<file path="src/rtl/ps2_key_fifo_pkg.sv">
// Shared types and bit positions for the HPS ps2_key bus.
package input_pkg;

  localparam int PS2_TOGGLE  = 10;
  localparam int PS2_PRESSED = 9;
  localparam int PS2_EXT     = 8;

  typedef struct packed {
    logic       pressed;
    logic       extended;
    logic [7:0] code;
  } ps2_evt_t;

endpackage

</file>
<file path="src/rtl/ps2_key_fifo_if.sv">
// CPU-side pop/status bus of the key FIFO.
interface ps2_key_fifo_if #(
  parameter int DEPTH = 16
);
  import input_pkg::*;

  localparam int AW = $clog2(DEPTH);

  logic          rd;
  logic          clr;
  ps2_evt_t      dout;
  logic          empty;
  logic [AW:0]   count;
  logic          overflow;
  logic          evt;

  modport master (
    output rd, clr,
    input  dout, empty, count, overflow, evt
  );

  modport slave (
    input  rd, clr,
    output dout, empty, count, overflow, evt
  );

endinterface

</file>
<file path="src/rtl/ps2_key_fifo_fifo.sv">
// Generic synchronous FIFO with flush; push and pop on a full FIFO both proceed.
module sync_fifo #(
  parameter int WIDTH = 8,
  parameter int DEPTH = 16,
  parameter int AW    = $clog2(DEPTH)
) (
  input  logic             clk,
  input  logic             rst,
  input  logic             clr,
  input  logic             push,
  input  logic             pop,
  input  logic [WIDTH-1:0] din,
  output logic [WIDTH-1:0] dout,
  output logic [AW:0]      count,
  output logic             empty,
  output logic             push_ok
);

  localparam logic [AW:0] MAX_COUNT = (AW + 1)'(DEPTH);

  logic [WIDTH-1:0] mem [DEPTH];
  logic [AW-1:0]    wr_ptr;
  logic [AW-1:0]    rd_ptr;
  logic             do_pop;

  // A pop frees the slot the simultaneous push needs, so full only blocks a lone push.
  always_comb begin
    empty   = (count == '0);
    do_pop  = pop && !empty && !rst && !clr;
    push_ok = push && ((count != MAX_COUNT) || do_pop) && !rst && !clr;
  end

  assign dout = mem[rd_ptr];

  always_ff @(posedge clk) begin
    if (rst || clr) begin
      wr_ptr <= '0;
      rd_ptr <= '0;
      count  <= '0;
    end else begin
      if (push_ok) wr_ptr <= wr_ptr + 1'b1;
      if (do_pop)  rd_ptr <= rd_ptr + 1'b1;
      case ({push_ok, do_pop})
        2'b10:   count <= count + 1'b1;
        2'b01:   count <= count - 1'b1;
        default: count <= count;
      endcase
    end
  end

  // NOTE: storage is deliberately not reset; pointers and count alone define validity,
  // which keeps the array mappable to LUTRAM.
  always_ff @(posedge clk) begin
    if (push_ok) mem[wr_ptr] <= din;
  end

endmodule

</file>
<file path="src/rtl/ps2_key_fifo.sv">
// Turns each ps2_key[10] toggle into one queued key event for CPU polling.
module ps2_key_fifo
  import input_pkg::*;
#(
  parameter int DEPTH = 16,
  parameter int AW    = $clog2(DEPTH)
) (
  input  logic         clk_sys,
  input  logic         reset,
  input  logic [10:0]  ps2_key,
  ps2_key_fifo_if.slave bus
);

  logic        tog_q;
  logic        push;
  logic        push_ok;
  logic        overflow;
  logic        evt;
  logic        empty;
  logic [AW:0] count;
  ps2_evt_t    entry;
  ps2_evt_t    head;

  assign push  = (ps2_key[PS2_TOGGLE] != tog_q);
  assign entry = '{pressed:  ps2_key[PS2_PRESSED],
                   extended: ps2_key[PS2_EXT],
                   code:     ps2_key[7:0]};

  sync_fifo #(
    .WIDTH ($bits(ps2_evt_t)),
    .DEPTH (DEPTH),
    .AW    (AW)
  ) u_fifo (
    .clk     (clk_sys),
    .rst     (reset),
    .clr     (bus.clr),
    .push    (push),
    .pop     (bus.rd),
    .din     (entry),
    .dout    (head),
    .count   (count),
    .empty   (empty),
    .push_ok (push_ok)
  );

  // tog_q follows the bus even through reset and clr, so stale toggles never replay.
  // NOTE: every register here uses non-blocking assignment so all updates see pre-edge values.
  always_ff @(posedge clk_sys) begin
    tog_q <= ps2_key[PS2_TOGGLE];
    if (reset) begin
      overflow <= 1'b0;
      evt      <= 1'b0;
    end else begin
      evt <= push_ok;
      if (bus.clr)
        overflow <= 1'b0;
      else if (push && !push_ok)
        overflow <= 1'b1;
    end
  end

  assign bus.dout     = empty ? ps2_evt_t'('0) : head;
  assign bus.empty    = empty;
  assign bus.count    = count;
  assign bus.overflow = overflow;
  assign bus.evt      = evt;

endmodule

</file>
<file path="src/flat_wrapper.sv">
// flat-port wrapper written by rule: the top's interface ports become plain ports
module ps2_key_fifo_flat import input_pkg::*;
#(
  parameter int DEPTH = 16,
  parameter int AW    = $clog2(DEPTH)
)
  (clk_sys, reset, ps2_key, bus_rd, bus_clr, bus_dout, bus_empty, bus_count, bus_overflow, bus_evt);
  ps2_key_fifo_if #(.DEPTH(DEPTH)) bus_i ();
  input  logic clk_sys;
  input  logic reset;
  input  logic [10:0] ps2_key;
  input wire logic [$bits(bus_i.rd)-1:0] bus_rd;
  input wire logic [$bits(bus_i.clr)-1:0] bus_clr;
  output wire logic [$bits(bus_i.dout)-1:0] bus_dout;
  output wire logic [$bits(bus_i.empty)-1:0] bus_empty;
  output wire logic [$bits(bus_i.count)-1:0] bus_count;
  output wire logic [$bits(bus_i.overflow)-1:0] bus_overflow;
  output wire logic [$bits(bus_i.evt)-1:0] bus_evt;
  assign bus_i.rd = bus_rd;
  assign bus_i.clr = bus_clr;
  assign bus_dout = bus_i.dout;
  assign bus_empty = bus_i.empty;
  assign bus_count = bus_i.count;
  assign bus_overflow = bus_i.overflow;
  assign bus_evt = bus_i.evt;
  ps2_key_fifo #(.DEPTH(DEPTH), .AW(AW)) u_core (.clk_sys(clk_sys), .reset(reset), .ps2_key(ps2_key), .bus(bus_i));
endmodule
</file>
<file path="config.mk">
export PLATFORM = sky130hd
export DESIGN_NAME = ps2_key_fifo_flat
export DESIGN_NICKNAME = d
export VERILOG_FILES = /design/src/rtl/ps2_key_fifo_pkg.sv /design/src/rtl/ps2_key_fifo_if.sv /design/src/rtl/ps2_key_fifo_fifo.sv /design/src/rtl/ps2_key_fifo.sv /design/src/flat_wrapper.sv
export SDC_FILE = /design/constraint.sdc
export NUM_CORES = 1
export LEC_CHECK = 0
export CELL_PAD_IN_SITES_DETAIL_PLACEMENT = 1
export CELL_PAD_IN_SITES_GLOBAL_PLACEMENT = 2
export CORE_UTILIZATION = 46
export DETAILED_ROUTE_END_ITERATION = 10
export PLACE_DENSITY = 0.84
export SLEW_MARGIN = 20
export SYNTH_ARGS = -nofsm -noshare
export SYNTH_HDL_FRONTEND = slang
export SYNTH_SLANG_ARGS = --single-unit
</file>
<file path="constraint.sdc">
create_clock -name clk_sys -period 3.9 [get_ports clk_sys]
set_clock_uncertainty 0.15 [all_clocks]
set_input_delay 0.78 -clock clk_sys [delete_from_list [all_inputs] [get_ports clk_sys]]
set_output_delay 0.78 -clock clk_sys [all_outputs]
set_load 0.005 [all_outputs]
</file>
# Yosys cells after proc, flatten, opt, wreduce, memory -nomap -nowiden
# Memories as Yosys holds them, arrays and structs flattened. A register that Yosys moved wholly into a read port is not among the register bits.
# Cells that the tools add are included.
# word_totals
reg_bits,16
mem_bits_rw,160
input_bits,15
output_inout_bits,18
elab_cells,37
n_memories,1
# op_classes
n_addsub,4
eq_ne,4
muxes,6
n_reduce_logical,16
# memory_table
name,words,word_bits,rd,rd_clocked_by_memory_dff,wr,line,text
u_core.u_fifo.mem,16,10,1,1,1,ps2_key_fifo_fifo.sv:21,logic [WIDTH-1:0] mem [DEPTH];
# op_table
cell,count
10-bit 2-to-1 mux,1
5-bit one-hot mux with 2 select lines,1
"4-bit by 1-bit adder with 4-bit output, second input constant",2
4-bit 2-to-1 mux,2
1-bit logical AND,7
"5-bit by 1-bit adder with 5-bit output, second input constant",1
5-bit zero test,1
"5-bit inequality test, second input constant",1
"5-bit by 1-bit subtractor with 5-bit output, second input constant",1
1-bit zero test,4
"2-bit by 1-bit == test with 1-bit output, second input constant",1
"2-bit == test, second input constant",1
1-bit logical OR,2
1-bit 2-to-1 mux,2
2-bit nonzero test,1
2-bit OR reduction,1
1-bit inequality test,1

# Longest topological paths before layout
# depth
word_depth,11
depth_mapped,14
ltp_nobuf,10

# Hierarchy
# A second synthesis with hierarchy kept.
# hier_totals
cells_unflattened,359
hier_area_um2,7290.7
# modules_own_cells
module,n_inst,cells_each,area_each_um2,seq_area_each_um2
sync_fifo,1,341,7133.1,5144.9
ps2_key_fifo,1,18,157.7,60.1

# Worst setup path before layout
# No wires, ideal clock.
# synth_path
path_kind,input port to flip-flop
start,in reset
end,reg u_core.u_fifo.count[2]
setup_ns,0.070
t_arrival_ns,2.967
t_required_ns,3.680
path_slack_ns,0.713
stages,12
n_path_buf,2
path_cell_list,nor2_1 o211a_1 buf_6 inv_1 ha_1 clkbuf_1 xor2_1 ha_1 a21o_1 xnor2_1 or3_1 a21oi_1
# synth_between
elab_chain_len,9
word_cells_on_any_way,12
cone_classes,eq/ne (2); mux (1); reduce/logical (9)
# synth_rtl
item,line,text
"start, declared",flat_wrapper.sv:10,input logic reset;
1-bit zero test,"ps2_key_fifo_fifo.sv:29, ps2_key_fifo_fifo.sv:30",
1-bit logical AND (2 in series),ps2_key_fifo_fifo.sv:29,do_pop = pop && !empty && !rst && !clr;
1-bit logical OR,ps2_key_fifo_fifo.sv:30,push_ok = push && ((count != MAX_COUNT) || do_pop) && !rst && !clr;
1-bit logical AND (3 in series),ps2_key_fifo_fifo.sv:30,
2-bit by 1-bit == test with 1-bit output or 2-bit == test (tied branches),ps2_key_fifo_fifo.sv:43,"case ({push_ok, do_pop})"
5-bit one-hot mux with 2 select lines or 2-bit nonzero test (tied branches),--,
"end signal, assigned",ps2_key_fifo_fifo.sv:44,2'b10: count <= count + 1'b1;
"end signal, assigned",ps2_key_fifo_fifo.sv:45,2'b01: count <= count - 1'b1;
"end signal, assigned",ps2_key_fifo_fifo.sv:46,default: count <= count;
"end, declared",ps2_key_fifo_fifo.sv:14,"output logic [AW:0] count,"
# Parallel ways exist; a longest one is shown, timed or not.
# A chain may end at the register's enable or synchronous reset.

==> impl.org <==
** Clocking
- Post-CTS setup-driven buffer insertion count :: 0
- After clock tree synthesis, the repair step resized 0 gates.
- Post-CTS Hold Buffers :: 0
- Clock latency on the worst-skew pair :: 0.43 ns
- Clk sinks :: 180
- H-tree lvl count :: 4
- TritonCTS clock tree :: built
- Total CTS buffers :: 17
- Clock slew seen by the registers of the worst setup and hold paths :: 0.07 ns
- No sink is reached through more buffers than the 2 on the longest clock path.
- Clock tree root buffer cell :: sky130_fd_sc_hd__clkbuf_16

** Critical path
- In this design, the critical path's most frequently occurring cell is sky130_fd_sc_hd__a211oi_1.
- Slowest cell on crit path :: sky130_fd_sc_hd__dfxtp_1
- Number of cell instances on the worst register-to-register path :: 10
- Delay of the slowest cell on the worst path :: 0.57 ns
- Arrival time of the worst setup path :: 2.70 ns
- By startpoint and endpoint, the worst setup path is classified as reg -> out.
- The worst setup path is captured at an output pin.
- Traced cell by cell, the critical path runs through buf_4 > mux4_2 > nor2b_1 > a211oi_1 > a211oi_1 > clkdlybuf4s50_1.
- The worst setup path is launched from a flip-flop.
- STA puts the critical path data required time at 2.97 ns.
- In this run the worst path has a maximum fanout of 12.

** Yosys
- Count leader, synth :: sky130_fd_sc_hd__edfxtp_1
- Post-synthesis net count :: 409
- Avg Inst Size Synth :: 18.8 um2
- Number of instances in the synthesized netlist :: 385
- Among all flip-flop cells after synthesis, the most frequent one is sky130_fd_sc_hd__edfxtp_1.
- In the synthesized netlist, the cells that appear most often are 160 x sky130_fd_sc_hd__edfxtp_1, 40 x sky130_fd_sc_hd__mux4_2, 25 x sky130_fd_sc_hd__nor2_1.
- Synth area leader :: sky130_fd_sc_hd__edfxtp_1
- Area share of the largest cell type after synthesis :: 0.665
- For this run, the register share of the synthesized area comes to 0.720.
- The number of different library cells used by synthesis comes to 43.
- Share of synthesized registers carrying an async set or reset :: 0
- The synthesized design contains 160 enable-type register cells.
- Total standard cell area after synthesis :: 0.00723 mm2
- Yosys warning total :: 0
- In this run, synthesis produced a sequential element count of 180.
- By area the synthesized netlist is led by sky130_fd_sc_hd__edfxtp_1 66%, sky130_fd_sc_hd__mux4_2 12%, sky130_fd_sc_hd__dfxtp_1 5.5%, sky130_fd_sc_hd__a211oi_1 2.2%, sky130_fd_sc_hd__mux2i_1 1.9%.

** Timing
- The number of max-slew violations in the final report was 0.
- In the finished design, the share of the clock period the worst path needs comes to 0.930.
- Hold Fails Final Rpt :: 0
- Setup repair after global routing left no endpoint under its margin.
- Max-slew headroom :: 0.602
- Sum Neg Setup Slack :: 0 ns
- Setup violations remaining at the end of the flow were counted as 0.
- Post-route minimum period :: 3.63 ns
- Maximum clock frequency :: 276 MHz
- Worst slew pin tran :: 0.595 ns

** Power and ir drop
- Power spread over the standard cell area amounts to 460 mW/mm2.
- Peak ir drop on the vdd network :: 0.339 mV
- The completed layout was analyzed and its total power is 3.89 mW.
- Static power due to leakage :: 2.68 nW

** Floorplan
- Site Rows :: 45
- In this run the standard cell core region covers 0.0153 mm2.
- During I/O placement, the number of pins put on the boundary was 33.
- The floorplan step set the die width to 127 um.
- Overall die area :: 0.0162 mm2
- Measured along the y axis, the die boundary spans 127 um.
- For this configuration, the core starts out at a cell density of 0.474.

** Drt
- In the routed design, unresolved DRC markers number 0.
- Total via count after detailed routing :: 3,699
- Dividing the detail-routed via count by the number of cells gives 5.60.
- In the final routed layout, each cell accounts on average for 22.8 um.
- In this run, the number of DRC markers left after iteration 0 of detailed routing was 294.
- Antenna violation net count after detailed routing :: 0
- Pre-antenna DRT Iters :: 4
- The final layout contains routed wiring with a total length of 15,100 um.

** Placed design
- Input/output buffers :: 32
- Dpl hpwl :: 9660 um
- Weighted congestion at the end of routability-driven global placement :: 0.742

** Finish
- After filler insertion, the fill cell instance count of the layout stands at 1,355.
- Multi-input combinational cell area :: 0.00187 mm2
- 0 antenna diodes ended up in the layout.
- Summing all flip-flop and latch instances after layout gives 0.00521 mm2.
- Relative area change from synthesis to final layout :: 17.2%
- Share of cells above drive strength 1 :: 0.227
- For this run, the post-layout net count is 461.

** Outcome
- Run status :: complete, no violations

** Hold path
- Worst hold-check path type :: reg -> reg
- Instance count along the most critical hold path :: 2

** Global route
- The total overflow left after global routing is 0.
- The first global-routing pass estimated 23,400 um of wire.
- For this run, the total global-route usage over all layers was measured as 0.204.
- Antenna violations before repair :: 0
- Vias in the first global route :: 3,919
- Entering global routing, the biggest net connects 25 pins.

** Job
- The tool flagged a number of max-cap violations equal to 0.
==> cell families after synthesis <==
group	share of synthesized area
adder cells (fa/ha/maj)	0.0156
AO/OA/AOI/OAI	0.0403
XOR/XNOR	0.00848
AND/OR/NAND/NOR	0.0505
buffers and inverters	0.0211
multiplexers	0.144
flip-flops	0.720
==> final cells by class <==
class | count | area share
clock buffer | 17 | 0.0502
multi-input combinational | 177 | 0.221
timing repair buffer | 57 | 0.0614
tap | 211 | 0.0312
sequential | 180 | 0.615
inverter | 4 | 0.00177
clock inverter | 15 | 0.0192
==> path summary, 6_finish.rpt <==
path         slack (ns)                                 from                             endpoint
min reg2reg        0.34     u_core.bus.overflow$_SDFFE_PP0P_     u_core.bus.overflow$_SDFFE_PP0P_
max reg2reg        0.81  u_core.u_fifo.count[0]$_SDFFE_PP0P_  u_core.u_fifo.count[2]$_SDFFE_PP0P_
min                0.34     u_core.bus.overflow$_SDFFE_PP0P_     u_core.bus.overflow$_SDFFE_PP0P_
max                0.27                            flip-flop                          bus_dout[2]
==> routing by layer <==
layer | global-route usage | up-vias | share of wire
met5 | 0 | - | 0
li1 | - | 1659 | -
met1 | 0.261 | 1935 | 0.44
met4 | 0.0749 | 0 | 0.015
met2 | 0.347 | 88 | 0.51
met3 | 0.0406 | 17 | 0.034
==> report_power, final <==
| part | switching [mW] | total, mW | internal, mW |
|---|---|---|---|
| clock network | 0.702 | 1.70 | 1.00 |
| registers | 0.00409 | 2.11 | 2.10 |
| logic | 0.0515 | 0.0865 | 0.0350 |
| total | 0.758 | 3.89 | 3.14 |
==> critical path, delay by kind of cell (launching register included) <==
family	cells	cell delay (ns)
buf+inv	2	0.87
flops	1	0.57
compound gates	2	0.44
mux	1	0.21
simple gates	1	0.19
==> per-stage QoR <==
step	worst slack, ns	cell area (um2)	hold WS [ns]	std cells	utilization
6_report	0.272	8470	0.342	661	0.555
5_1_grt	0.0553	8470	0.358	661	0.555
4_1_cts	0.0823	8470	0.349	661	0.555
3_5_place_dp	0.333	7880	0.322	629	0.516
3_3_place_gp	0.460	7880	0.307	629	0.516
2_1_floorplan	0.713	7230	0.309	385	-
==> cell usage in the layout, fill, tap and decap left out, types with 3 or more instances in the layout <==
cell,count
sky130_fd_sc_hd__nand2b_1,4
sky130_fd_sc_hd__buf_4,24
sky130_fd_sc_hd__a211oi_1,21
sky130_fd_sc_hd__nand3_1,6
sky130_fd_sc_hd__nor3_1,4
sky130_fd_sc_hd__clkinvlp_4,3
sky130_fd_sc_hd__xor2_1,5
sky130_fd_sc_hd__nor2_1,25
sky130_fd_sc_hd__clkbuf_16,17
sky130_fd_sc_hd__mux2i_1,14
sky130_fd_sc_hd__o21ai_0,3
sky130_fd_sc_hd__dfxtp_1,18
sky130_fd_sc_hd__edfxtp_1,160
sky130_fd_sc_hd__clkinv_2,4
sky130_fd_sc_hd__nor2b_1,10
sky130_fd_sc_hd__ha_1,9
sky130_fd_sc_hd__nand2_1,6
sky130_fd_sc_hd__bufinv_16,3
sky130_fd_sc_hd__mux4_2,40
sky130_fd_sc_hd__clkdlybuf4s50_1,32
sky130_fd_sc_hd__inv_1,4
sky130_fd_sc_hd__a21oi_1,3
==> flip-flops by register name (all words and copies together) (netlist names), named ones only <==
signal / count
u_core.tog_q: 1
u_core.u_fifo.wr_ptr: 4
u_core.bus.evt: 1
u_core.bus.overflow: 1
u_core.u_fifo.count: 5
u_core.u_fifo.mem: 160
u_core.u_fifo.rd_ptr: 4
Note: power is estimated with default switching activity, not from simulation.
